[config.mk]
export PLATFORM = sky130hd
export DESIGN_NAME = median3x3_window
export DESIGN_NICKNAME = d
export VERILOG_FILES = /design/src/rtl/median3x3_window.sv
export SDC_FILE = /design/constraint.sdc
export NUM_CORES = 1
export LEC_CHECK = 0
export ABC_CLOCK_PERIOD_IN_PS = 17500
export BUFFER_PORTS_ARGS = -buffer_cell sky130_fd_sc_hd__buf_2
export CAP_MARGIN = 20
export CORE_ASPECT_RATIO = 1.1
export CORE_MARGIN = 1
export CORE_UTILIZATION = 68
export DETAILED_ROUTE_END_ITERATION = 10
export PLACE_DENSITY = 0.87
export SLEW_MARGIN = 20
export SYNTH_ARGS = -nofsm -noshare
export SYNTH_HDL_FRONTEND = slang
export SYNTH_SLANG_ARGS = --single-unit
[constraint.sdc]
create_clock -name clk -period 17.5 [get_ports clk]
set_input_delay 3.5 -clock clk [delete_from_list [all_inputs] [get_ports clk]]
set_output_delay 3.5 -clock clk [all_outputs]
set_load 0.02 [all_outputs]
[src/rtl/median3x3_window.sv]
// median3x3_window: streaming 3x3 median over 3-row pixel columns.
// Ports: clk, reset (sync, active-high); in_valid/in_ready column handshake
// with in_row_start and in_top/in_mid/in_bot pixels; out_valid/out_data/out_last
// median stream without back-pressure.
module median3x3_window #(
    parameter int WIDTH = 128,
    parameter int DW    = 8
) (
    input  logic          clk,
    input  logic          reset,
    input  logic          in_valid,
    output logic          in_ready,
    input  logic          in_row_start,
    input  logic [DW-1:0] in_top,
    input  logic [DW-1:0] in_mid,
    input  logic [DW-1:0] in_bot,
    output logic          out_valid,
    output logic [DW-1:0] out_data,
    output logic          out_last
);

    localparam int CW = (WIDTH > 1) ? $clog2(WIDTH) : 1;
    localparam logic [CW-1:0] LAST_COL = CW'(WIDTH - 1);

    typedef enum logic [1:0] {IDLE, RUN, FLUSH} state_t;

    state_t state_q, state_d;

    function automatic logic [DW-1:0] min2(input logic [DW-1:0] x,
                                           input logic [DW-1:0] y);
        return (x < y) ? x : y;
    endfunction

    function automatic logic [DW-1:0] max2(input logic [DW-1:0] x,
                                           input logic [DW-1:0] y);
        return (x < y) ? y : x;
    endfunction

    function automatic logic [DW-1:0] med3(input logic [DW-1:0] x,
                                           input logic [DW-1:0] y,
                                           input logic [DW-1:0] z);
        return max2(min2(x, y), min2(max2(x, y), z));
    endfunction

    // window: index 0 newest, 1 centre, 2 oldest; each column kept sorted
    logic [DW-1:0] w_lo [3];
    logic [DW-1:0] w_md [3];
    logic [DW-1:0] w_hi [3];

    logic [CW-1:0] col_cnt;

    logic          win_v, win_last;
    logic          a_v, a_last;
    logic [DW-1:0] st_a, st_b, st_c;

    logic          accept, start_acc, col_acc, last_acc;

    logic [DW-1:0] l1, h1, m2;
    logic [DW-1:0] s_lo, s_md, s_hi;

    assign in_ready  = ~reset & (state_q != FLUSH);
    assign accept    = in_valid & in_ready;
    assign start_acc = accept & in_row_start;
    // columns without row_start only count once a row is open
    assign col_acc   = accept & ~in_row_start & (state_q == RUN);
    assign last_acc  = col_acc & (col_cnt == LAST_COL);

    // three compare-swaps: lo <= md <= hi
    always_comb begin
        l1   = min2(in_top, in_mid);
        h1   = max2(in_top, in_mid);
        m2   = min2(h1, in_bot);
        s_hi = max2(h1, in_bot);
        s_lo = min2(l1, m2);
        s_md = max2(l1, m2);
    end

    always_comb begin
        state_d = state_q;
        unique case (state_q)
            IDLE:    if (start_acc) state_d = RUN;
            RUN:     if (last_acc) state_d = FLUSH;
            FLUSH:   state_d = IDLE;
            default: state_d = IDLE;
        endcase
    end

    always_ff @(posedge clk) begin
        if (reset) begin
            state_q <= IDLE;
        end else begin
            state_q <= state_d;
        end
    end

    always_ff @(posedge clk) begin
        if (reset) begin
            for (int i = 0; i < 3; i++) begin
                w_lo[i] <= '0;
                w_md[i] <= '0;
                w_hi[i] <= '0;
            end
            col_cnt   <= '0;
            win_v     <= 1'b0;
            win_last  <= 1'b0;
            a_v       <= 1'b0;
            a_last    <= 1'b0;
            st_a      <= '0;
            st_b      <= '0;
            st_c      <= '0;
            out_valid <= 1'b0;
            out_data  <= '0;
            out_last  <= 1'b0;
        end else begin
            win_v    <= 1'b0;
            win_last <= 1'b0;
            if (start_acc) begin
                // left padding: centre and oldest are zero columns
                for (int i = 1; i < 3; i++) begin
                    w_lo[i] <= '0;
                    w_md[i] <= '0;
                    w_hi[i] <= '0;
                end
                w_lo[0] <= s_lo;
                w_md[0] <= s_md;
                w_hi[0] <= s_hi;
                col_cnt <= CW'(1);
            end else if (col_acc) begin
                for (int i = 1; i < 3; i++) begin
                    w_lo[i] <= w_lo[i-1];
                    w_md[i] <= w_md[i-1];
                    w_hi[i] <= w_hi[i-1];
                end
                w_lo[0] <= s_lo;
                w_md[0] <= s_md;
                w_hi[0] <= s_hi;
                col_cnt <= last_acc ? '0 : col_cnt + CW'(1);
                win_v   <= 1'b1;
            end else if (state_q == FLUSH) begin
                // right padding: zero column closes the row
                for (int i = 1; i < 3; i++) begin
                    w_lo[i] <= w_lo[i-1];
                    w_md[i] <= w_md[i-1];
                    w_hi[i] <= w_hi[i-1];
                end
                w_lo[0]  <= '0;
                w_md[0]  <= '0;
                w_hi[0]  <= '0;
                win_v    <= 1'b1;
                win_last <= 1'b1;
            end

            a_v    <= win_v;
            a_last <= win_last;
            if (win_v) begin
                st_a <= max2(max2(w_lo[0], w_lo[1]), w_lo[2]);
                st_b <= med3(w_md[0], w_md[1], w_md[2]);
                st_c <= min2(min2(w_hi[0], w_hi[1]), w_hi[2]);
            end

            out_valid <= a_v;
            out_last  <= a_last;
            if (a_v) begin
                out_data <= med3(st_a, st_b, st_c);
            end
        end
    end

endmodule

# Yosys cells after proc, flatten, opt, wreduce, memory -nomap -nowiden
# Memories as Yosys holds them, arrays and structs flattened.
# Cells that the tools add are included.
# classes
n_addsub,1
n_lt_le_gt_ge,13
n_eq_ne,6
mux,66
bitwise,35
reduce_logical,4
# op_table
cell,n
8-bit 2-to-1 mux,45
8-bit < comparator,13
1-bit bitwise OR,27
1-bit 2-to-1 mux,17
7-bit by 1-bit adder with 7-bit output (second input constant),1
7-bit equality test (second input constant),1
7-bit 2-to-1 mux,1
1-bit AND,6
2-bit != test (second input constant),3
2-bit 2-to-1 mux,2
2-bit case mux with 2 select lines,1
2-bit by 1-bit equality test with 1-bit output (second input constant),1
2-bit equality test (second input constant),1
2-bit logical NOT,1
1-bit NOT,2
2-bit AND reduction,1
2-bit nonzero test,1
2-bit OR reduction,1
# totals
register_bits,47
ram_bits,72
out_inout_bits,11
wordCells,141
mem_count,3
# memory_table
name,words,word_bits,read_ports,rd_clocked_by_memory_dff,wr,line_no,rtl
w_hi,3,8,3,0,3,48,logic [DW-1:0] w_hi [3];
w_lo,3,8,3,0,3,46,logic [DW-1:0] w_lo [3];
w_md,3,8,3,0,3,47,logic [DW-1:0] w_md [3];

# Logic depth before layout (Yosys ltp)
# Gate-level depths: netlist of the first run.
# logic_depth
depth_word,11
mapped_depth,24
ltp_nobuf,22

# Least setup slack after synthesis of the first run
# OpenSTA, ideal clock, no wires.
# synth_timing
path_type,input port to flip-flop
from,input port in_mid[7]
to,memory w_lo[0][0] (data pin)
setup_time_ns,0.264
arrival_ns,7.759
required_ns,17.236
slack_ns,9.477
path_stages,24
path_buffers,3
path_cell_list,inv_1 ha_1 nand2_1 nor3_2 a21o_1 clkbuf_1 nand2_1 o21ai_0 ha_1 a21o_1 a21o_1 a21oi_1 nand2_1 o21ai_2 buf_2 mux2i_1 ha_1 a21oi_1 nor2b_1 o21ai_0 o21ai_0 a211oi_4 buf_6 mux2i_1
# synth_lines
element,line_no,rtl
"start, declared",15,"input logic [DW-1:0] in_mid,"
"end, declared",46,

==> impl_metrics.yaml, run 1 <==
worst_setup_path:
  cp.depth: 20
  crit_path_start: "in_top[2]"
  cp_num_buf_inv: 1
  crit_path_max_fanout: 23
  timing.rr.end: "out_data[0]"
  slowest_stage: "a211oi_4"
  r2r_start: "st_b[2]"
  cpPeakStageDelay_ns: 0.81
  r2r_slack_ns: 11.08
  crit_end: "w_md[0][5]"
  worst_setup_path_end_kind: "flop"
  worstPathCellList: "buf_2 -> ha_1 -> a211oi_2 -> o21ai_2 -> a21o_1 -> o21ai_0 -> ha_1 -> a21o_1 -> a21o_1 -> a21oi_1 -> nand2_1 -> o21ai_2 -> mux2i_1 -> ha_1 -> a21oi_1 -> nor2b_1 -> o21ai_0 -> o21ai_0 -> a211oi_4 -> mux2i_1"
  arrival_ns: 8.94
  worstSetupStartpointType: "primary input"
  worstPathRequired_ns: 17.62
  rr_worst_depth: 18
  cp_top_family: "compound AO/OA/AOI/OAI gates"
  crit_type: "primary input to flop"
logic_synthesis:
  synth_nets: 988
  ys_warn_count: 0
  synthArstFlopShare_pct: 0
  yosys_register_bits: 119
  syn_inst: 868
  synthTopCellsByCount: "92 x ha_1, 88 x inv_1, 78 x nand2_1"
  syn_area_per_cell_sq_um: 9.62
  yosysTopAreaCellShare_pct: 25.9
  yosysMostFrequentCell: "ha_1"
  synth_area_sq_mm: 0.00835
  yosys_most_used_dff: "edfxtp_1"
  synth_largest_area_cell: "edfxtp_1"
  synth.yosys.seq_area_share_pct: 37.2
  synth_edf_count: 72
  yosysUniqueCellTypes: 71
  ys_top_cells_by_area: "edfxtp_1 26%, ha_1 14%, dfxtp_1 11%"
cts:
  holdBufCountCts: 0
  clockBufferDepth: 2
  cts_tree: "done"
  htree_levels: 4
  clkTransAtPathRegs_ns: 0.05
  cts_resized: 0
  postCtsSetupRepairBufs: 0
  ctsRootBufferMaster: "clkbuf_16"
  clock_latency_ns: 0.42
  clock-sinks: 119
  numCtsBuffers: 17
placed_design:
  post-place-ws_ns: 8.36
  place.gp.congestion: 0.854
  post-dp-hpwl_mm: 14.2
  io_buffer_count: 38
layout:
  multi_input_area_sq_mm: 0.00477
  areaGrowthSynthToFinish_pct: 9.96
  diodes: 0
  drive_gt1_share_pct: 13.8
  postLayoutCoreUtil_pct: 76.6
  fillers: 783
  layout.area.seq_sq_mm: 0.00310
  fin_nets: 1013
power:
  p_sw_share_pct: 30.8
  peakVddDrop_v: 0.0000788
  comb_power_share_pct: 25.8
  leakage_nw: 3.91
  clockPowerShare_pct: 37.8
  intPower_w: 0.000615
  pwr-share-seq_pct: 36.5
  p_per_area_mw_per_mm2: 96.8
  switchingPower_w: 0.000274
floorplanning:
  pin_count: 39
  die_x_um: 108
  dieArea_sq_mm: 0.0127
  die_y_um: 118
  core_sq_mm: 0.0120
  num_rows: 42
  initial_utilization_pct: 69.7
global_routing:
  grt_max_degree: 50
  grt_pass1_vias: 6547
  gr-total-overflow: 0
  antenna_found_initial: 0
  grtUsageTotal_pct: 31.5
  grt_pass1_wl_mm: 30.8
sta:
  grt_setup_unrepaired: "false"
  setup_slack_ns: 8.68
  finalSetupViolations: 0
  post-route-period-util_pct: 50.4
  worst_slew_pin_slew_ns: 1.12
  finalHoldViolCount: 0
  slew_headroom_pct: 25.5
  fin_skew_ns: 0.00982
  whs_ns: 0.432
  period_minus_slack_ns: 8.82
  max_freq_mhz: 113
  finalMaxSlewViolations: 0
  final.setup.tns_ns: 0
detailed_routing:
  drcViolationCount: 3
  drt-wirelength-per-cell_um: 18.0
  wl_mm: 19.1
  vias_per_cell: 6.19
  drt_iter0_drc: 341
  ant_nets: 0
  vias: 6563
  first_pass_iters: 8
hold_path:
  hold_path.class: "flop to flop"
outcome:
  violations: "DRC"
  status: "complete, but fails checks"
flow_run:
  max_cap_viol_count: 0
stage by stage:
step,total power (W),cells,cell area [sq um]
floorplan,0.000504,868,8350
global placement,0.000538,1028,8610
detailed placement,0.000551,1028,8610
CTS,0.000889,1060,9180
global route,0.000926,1060,9180
finish,0.000889,1060,9180
placed cells by master, fill, tap and decap left out, types with 3 or more instances in the layout:
cell,instances
nand4_1,10
a21o_1,14
mux2i_1,40
buf_4,3
a211oi_1,17
o211a_1,6
nor2b_1,7
or2_1,5
o221ai_1,13
clkinv_1,3
o211ai_1,14
nand3_1,12
a211o_1,6
or3_1,6
xor2_1,3
buf_2,38
nor2_1,36
o311ai_1,8
inv_1,88
nand3b_1,4
mux2_2,34
o31ai_1,4
nor3_1,10
or2_2,4
nand2b_1,20
clkinvlp_4,3
nand2_1,78
ha_1,92
edfxtp_1,72
o21a_1,8
or4_1,7
clkbuf_16,17
o21ai_0,39
or2_0,3
o21ai_1,5
dfxtp_1,47
a21oi_1,29
and2_1,49
area by class of cell:
cell class | instances | area share [%]
clock inverters | 12 | 1.38
inverters | 89 | 3.64
repair buffers | 41 | 2.32
clock buffers | 20 | 4.86
multi-input cells | 625 | 51.9
flip-flops and latches | 119 | 33.8
well taps | 154 | 2.10
worst min path at each step:
stage / start / to / slack [ns] / depth (start not counted)
after floorplan: win_last / a_last / 0.41 / 1
after global placement: win_last / a_last / 0.42 / 1
after detailed placement: a_last / out_last / 0.42 / 1
after CTS: a_last / out_last / 0.43 / 1
after global routing: a_last / out_last / 0.46 / 1
final: a_last / out_last / 0.43 / 1
registers in the layout, summed over array words and instances, names as in the netlist:
signal / cells
st_c: 8
w_md: 24
state_q: 2
a_last: 1
st_b: 8
st_a: 8
col_cnt: 7
win_last: 1
out_last: 1
w_lo: 24
win_v: 1
w_hi: 24
out_data: 8
out_valid: 1
a_v: 1
worst reg2reg max path: cells and delay by family, from the launching register on:
family                     cells  cell delay (ns)
and+or+nand+nor                1             0.16
buffers and inverters          1             0.08
AOI/OAI and AO/OA             11             4.03
DFF                            1             0.39
muxes                          2             0.79
adders and majority gates      3             0.90
power by group through the flow:
stage | combinational [W] | sequential, W | clock, W
finish | 0.000229 | 0.000324 | 0.000336
global route | 0.000251 | 0.000325 | 0.000350
CTS | 0.000227 | 0.000323 | 0.000338
detailed placement | 0.000223 | 0.000329 | 0
global placement | 0.000210 | 0.000328 | 0
floorplan | 0.000181 | 0.000323 | 0
logic make-up (layout without fill, tap and decap cells):
logic type / Yosys count / count (layout) / synth area share (%)
AOI/OAI and AO/OA: 191 / 191 / 17.0
xor gates and xnor gates: 5 / 5 / 0.524
adders and majority gates: 92 / 92 / 13.8
buffers and inverters: 124 / 162 / 5.78
DFF: 119 / 119 / 37.2
muxes: 74 / 74 / 9.38
and+or+nand+nor: 263 / 263 / 16.4
per-layer routing:
metal,up-vias,part of all wire (%),routed length (um),track usage (%)
li1,3203,-,-,-
met1,3105,41,7760,35.7
met2,190,51,9670,54.9
met3,65,3.5,658,5.41
met4,0,5.1,981,18.2
met5,-,0,0,0
Power figures use the tool's default switching activity.
==> run 2, diff against run 1 <==
--- a/config.mk
+++ b/config.mk
@@ -5,14 +5,14 @@
 export SDC_FILE = /design/constraint.sdc
 export NUM_CORES = 1
 export LEC_CHECK = 0
-export ABC_CLOCK_PERIOD_IN_PS = 17500
+export ABC_CLOCK_PERIOD_IN_PS = 7400
 export BUFFER_PORTS_ARGS = -buffer_cell sky130_fd_sc_hd__buf_2
 export CAP_MARGIN = 20
 export CORE_ASPECT_RATIO = 1.1
 export CORE_MARGIN = 1
-export CORE_UTILIZATION = 68
+export CORE_UTILIZATION = 57
 export DETAILED_ROUTE_END_ITERATION = 10
-export PLACE_DENSITY = 0.87
+export PLACE_DENSITY = 0.78
 export SLEW_MARGIN = 20
 export SYNTH_ARGS = -nofsm -noshare
 export SYNTH_HDL_FRONTEND = slang
==> constraint.sdc (replaced) <==
create_clock -name clk -period 7.4 [get_ports clk]
set_input_delay 1.48 -clock clk [delete_from_list [all_inputs] [get_ports clk]]
set_output_delay 1.48 -clock clk [all_outputs]
set_load 0.02 [all_outputs]
==> impl_metrics.yaml, run 2 (synthesis results as in run 1) <==
detailed_routing:
  vias: 6327
  drt_iter0_drc: 304
  first_pass_iters: 4
  drcViolationCount: 0
  wl_mm: 17.2
  ant_nets: 0
  drt-wirelength-per-cell_um: 15.7
  vias_per_cell: 5.75
cts:
  clock-sinks: 119
  ctsRootBufferMaster: "clkbuf_16"
  htree_levels: 4
  clkTransAtPathRegs_ns: 0.06
  clock_latency_ns: 0.42
  cts_resized: 0
  holdBufCountCts: 0
  numCtsBuffers: 17
  postCtsSetupRepairBufs: 0
  clockBufferDepth: 2
  cts_tree: "done"
sta:
  finalMaxSlewViolations: 0
  slew_headroom_pct: 31.3
  worst_slew_pin_slew_ns: 1.03
  period_minus_slack_ns: 6.18
  grt_setup_unrepaired: "false"
  whs_ns: 0.434
  final.setup.tns_ns: 0
  max_freq_mhz: 162
  setup_slack_ns: 1.22
  finalSetupViolations: 0
  fin_skew_ns: 0.00916
  finalHoldViolCount: 0
  post-route-period-util_pct: 83.6
layout:
  fillers: 1163
  drive_gt1_share_pct: 14.2
  mostFrequentLayoutCell: "ha_1"
  layout_common_cells: "92 x ha_1, 88 x inv_1, 78 x nand2_1"
  areaGrowthSynthToFinish_pct: 11.4
  fin_nets: 1016
  fin_cells: 1101
  reg_top3: "w_hi: 24 flops, w_lo: 24 flops, w_md: 24 flops"
  diodes: 0
power:
  intPower_w: 0.00152
  clockPowerShare_pct: 40.2
  leakage_nw: 3.96
  pwr-share-seq_pct: 35.3
  p_sw_share_pct: 29.8
  power.total_w: 0.00216
  switchingPower_w: 0.000644
  comb_power_share_pct: 24.5
  p_per_area_mw_per_mm2: 232
  peakVddDrop_v: 0.000172
global_routing:
  grt_pass1_vias: 6077
  grt_max_degree: 50
  grtUsageTotal_pct: 24.0
  grt_pass1_wl_mm: 28.9
  antenna_found_initial: 0
  gr-total-overflow: 0
hold_path:
  hold_path.class: "flop to flop"
  hold_start: "win_last"
placed_design:
  post-dp-hpwl_mm: 13.2
  io_buffer_count: 38
  post-place-ws_ns: 1.03
  placed_cells: 1068
  place.gp.congestion: 0.941
floorplanning:
  num_rows: 46
  dieArea_sq_mm: 0.0151
  initial_utilization_pct: 58.0
  core_sq_mm: 0.0144
  pin_count: 39
  die_y_um: 129
  die_x_um: 117
worst_setup_path:
  worstSetupStartpointType: "flop"
  cpPeakStageDelay_ns: 0.90
  worstPathCellList: "ha_1 -> nand4_1 -> o31ai_4 -> o21ai_0 -> ha_1 -> a211oi_1 -> nand2_1 -> a21oi_1 -> a21oi_4 -> mux2i_1 -> ha_1 -> a21o_1 -> a211o_1 -> a2111oi_0 -> a31oi_2 -> or3_1 -> a21oi_1 -> o32ai_1"
  worst_setup_path_end_kind: "flop"
  crit_path_max_fanout: 27
  crit_type: "flop to flop"
  cpMostUsedCell: "ha_1"
  slowest_stage: "o31ai_4"
  worstPathRequired_ns: 7.66
  r2r_start: "w_md[0][5]"
  r2r_slack_ns: 1.22
  crit_path_start: "w_md[0][5]"
  arrival_ns: 6.44
outcome:
  status: "finished, final reports clean"
flow_run:
  max_cap_viol_count: 0
-- run 2: layout make-up --
type / count / area [sq um] / area share [%]
Clock buffer: 23 / 522 / 5.61
Timing Repair Buffer: 44 / 233 / 2.50
Clock inverter: 9 / 108 / 1.16
Tap cell: 192 / 240 / 2.58
Inverter: 89 / 334 / 3.59
Sequential cell: 119 / 3100 / 33.3
Multi-Input combinational cell: 625 / 4770 / 51.2
-- run 2: path summary, 6_finish.rpt --
path | to | depth (start not counted)
max | st_b[0] | 18
min | a_last | 1
max reg2reg | st_b[0] | 18
min reg2reg | a_last | 1
-- run 2: through the flow --
stage,instance area (sq um),util (%)
2_1_floorplan,8350,-
3_3_place_gp,8670,60.3
3_5_place_dp,8670,60.3
4_1_cts,9300,64.6
5_1_grt,9310,64.7
6_report,9310,64.7
-- run 2: power groups by stage --
stage / clock (W) / sequential [W] / combinational (W)
3_3_place_gp: 0 / 0.000776 / 0.000510
5_1_grt: 0.000904 / 0.000768 / 0.000594
6_report: 0.000868 / 0.000764 / 0.000530
2_1_floorplan: 0 / 0.000764 / 0.000429
3_5_place_dp: 0 / 0.000777 / 0.000524
4_1_cts: 0.000877 / 0.000764 / 0.000528
-- run 2: critical path: cells and delay by family, from the launching register on --
family,cells,cell delay [ns]
flops,1,0.46
fa+ha+maj,3,0.99
mux,1,0.25
simple gates,3,0.67
compound gates,11,3.65
-- run 2: per-layer routing --
metal	part of all wire, %	wire length (um)	up-vias	global-route usage [%]
met5	0	0	-	0
met4	2.8	490	0	10.3
met3	3.0	519	34	5.14
met2	49	8460	117	42.5
met1	45	7770	2956	28.1
li1	-	-	3220	-
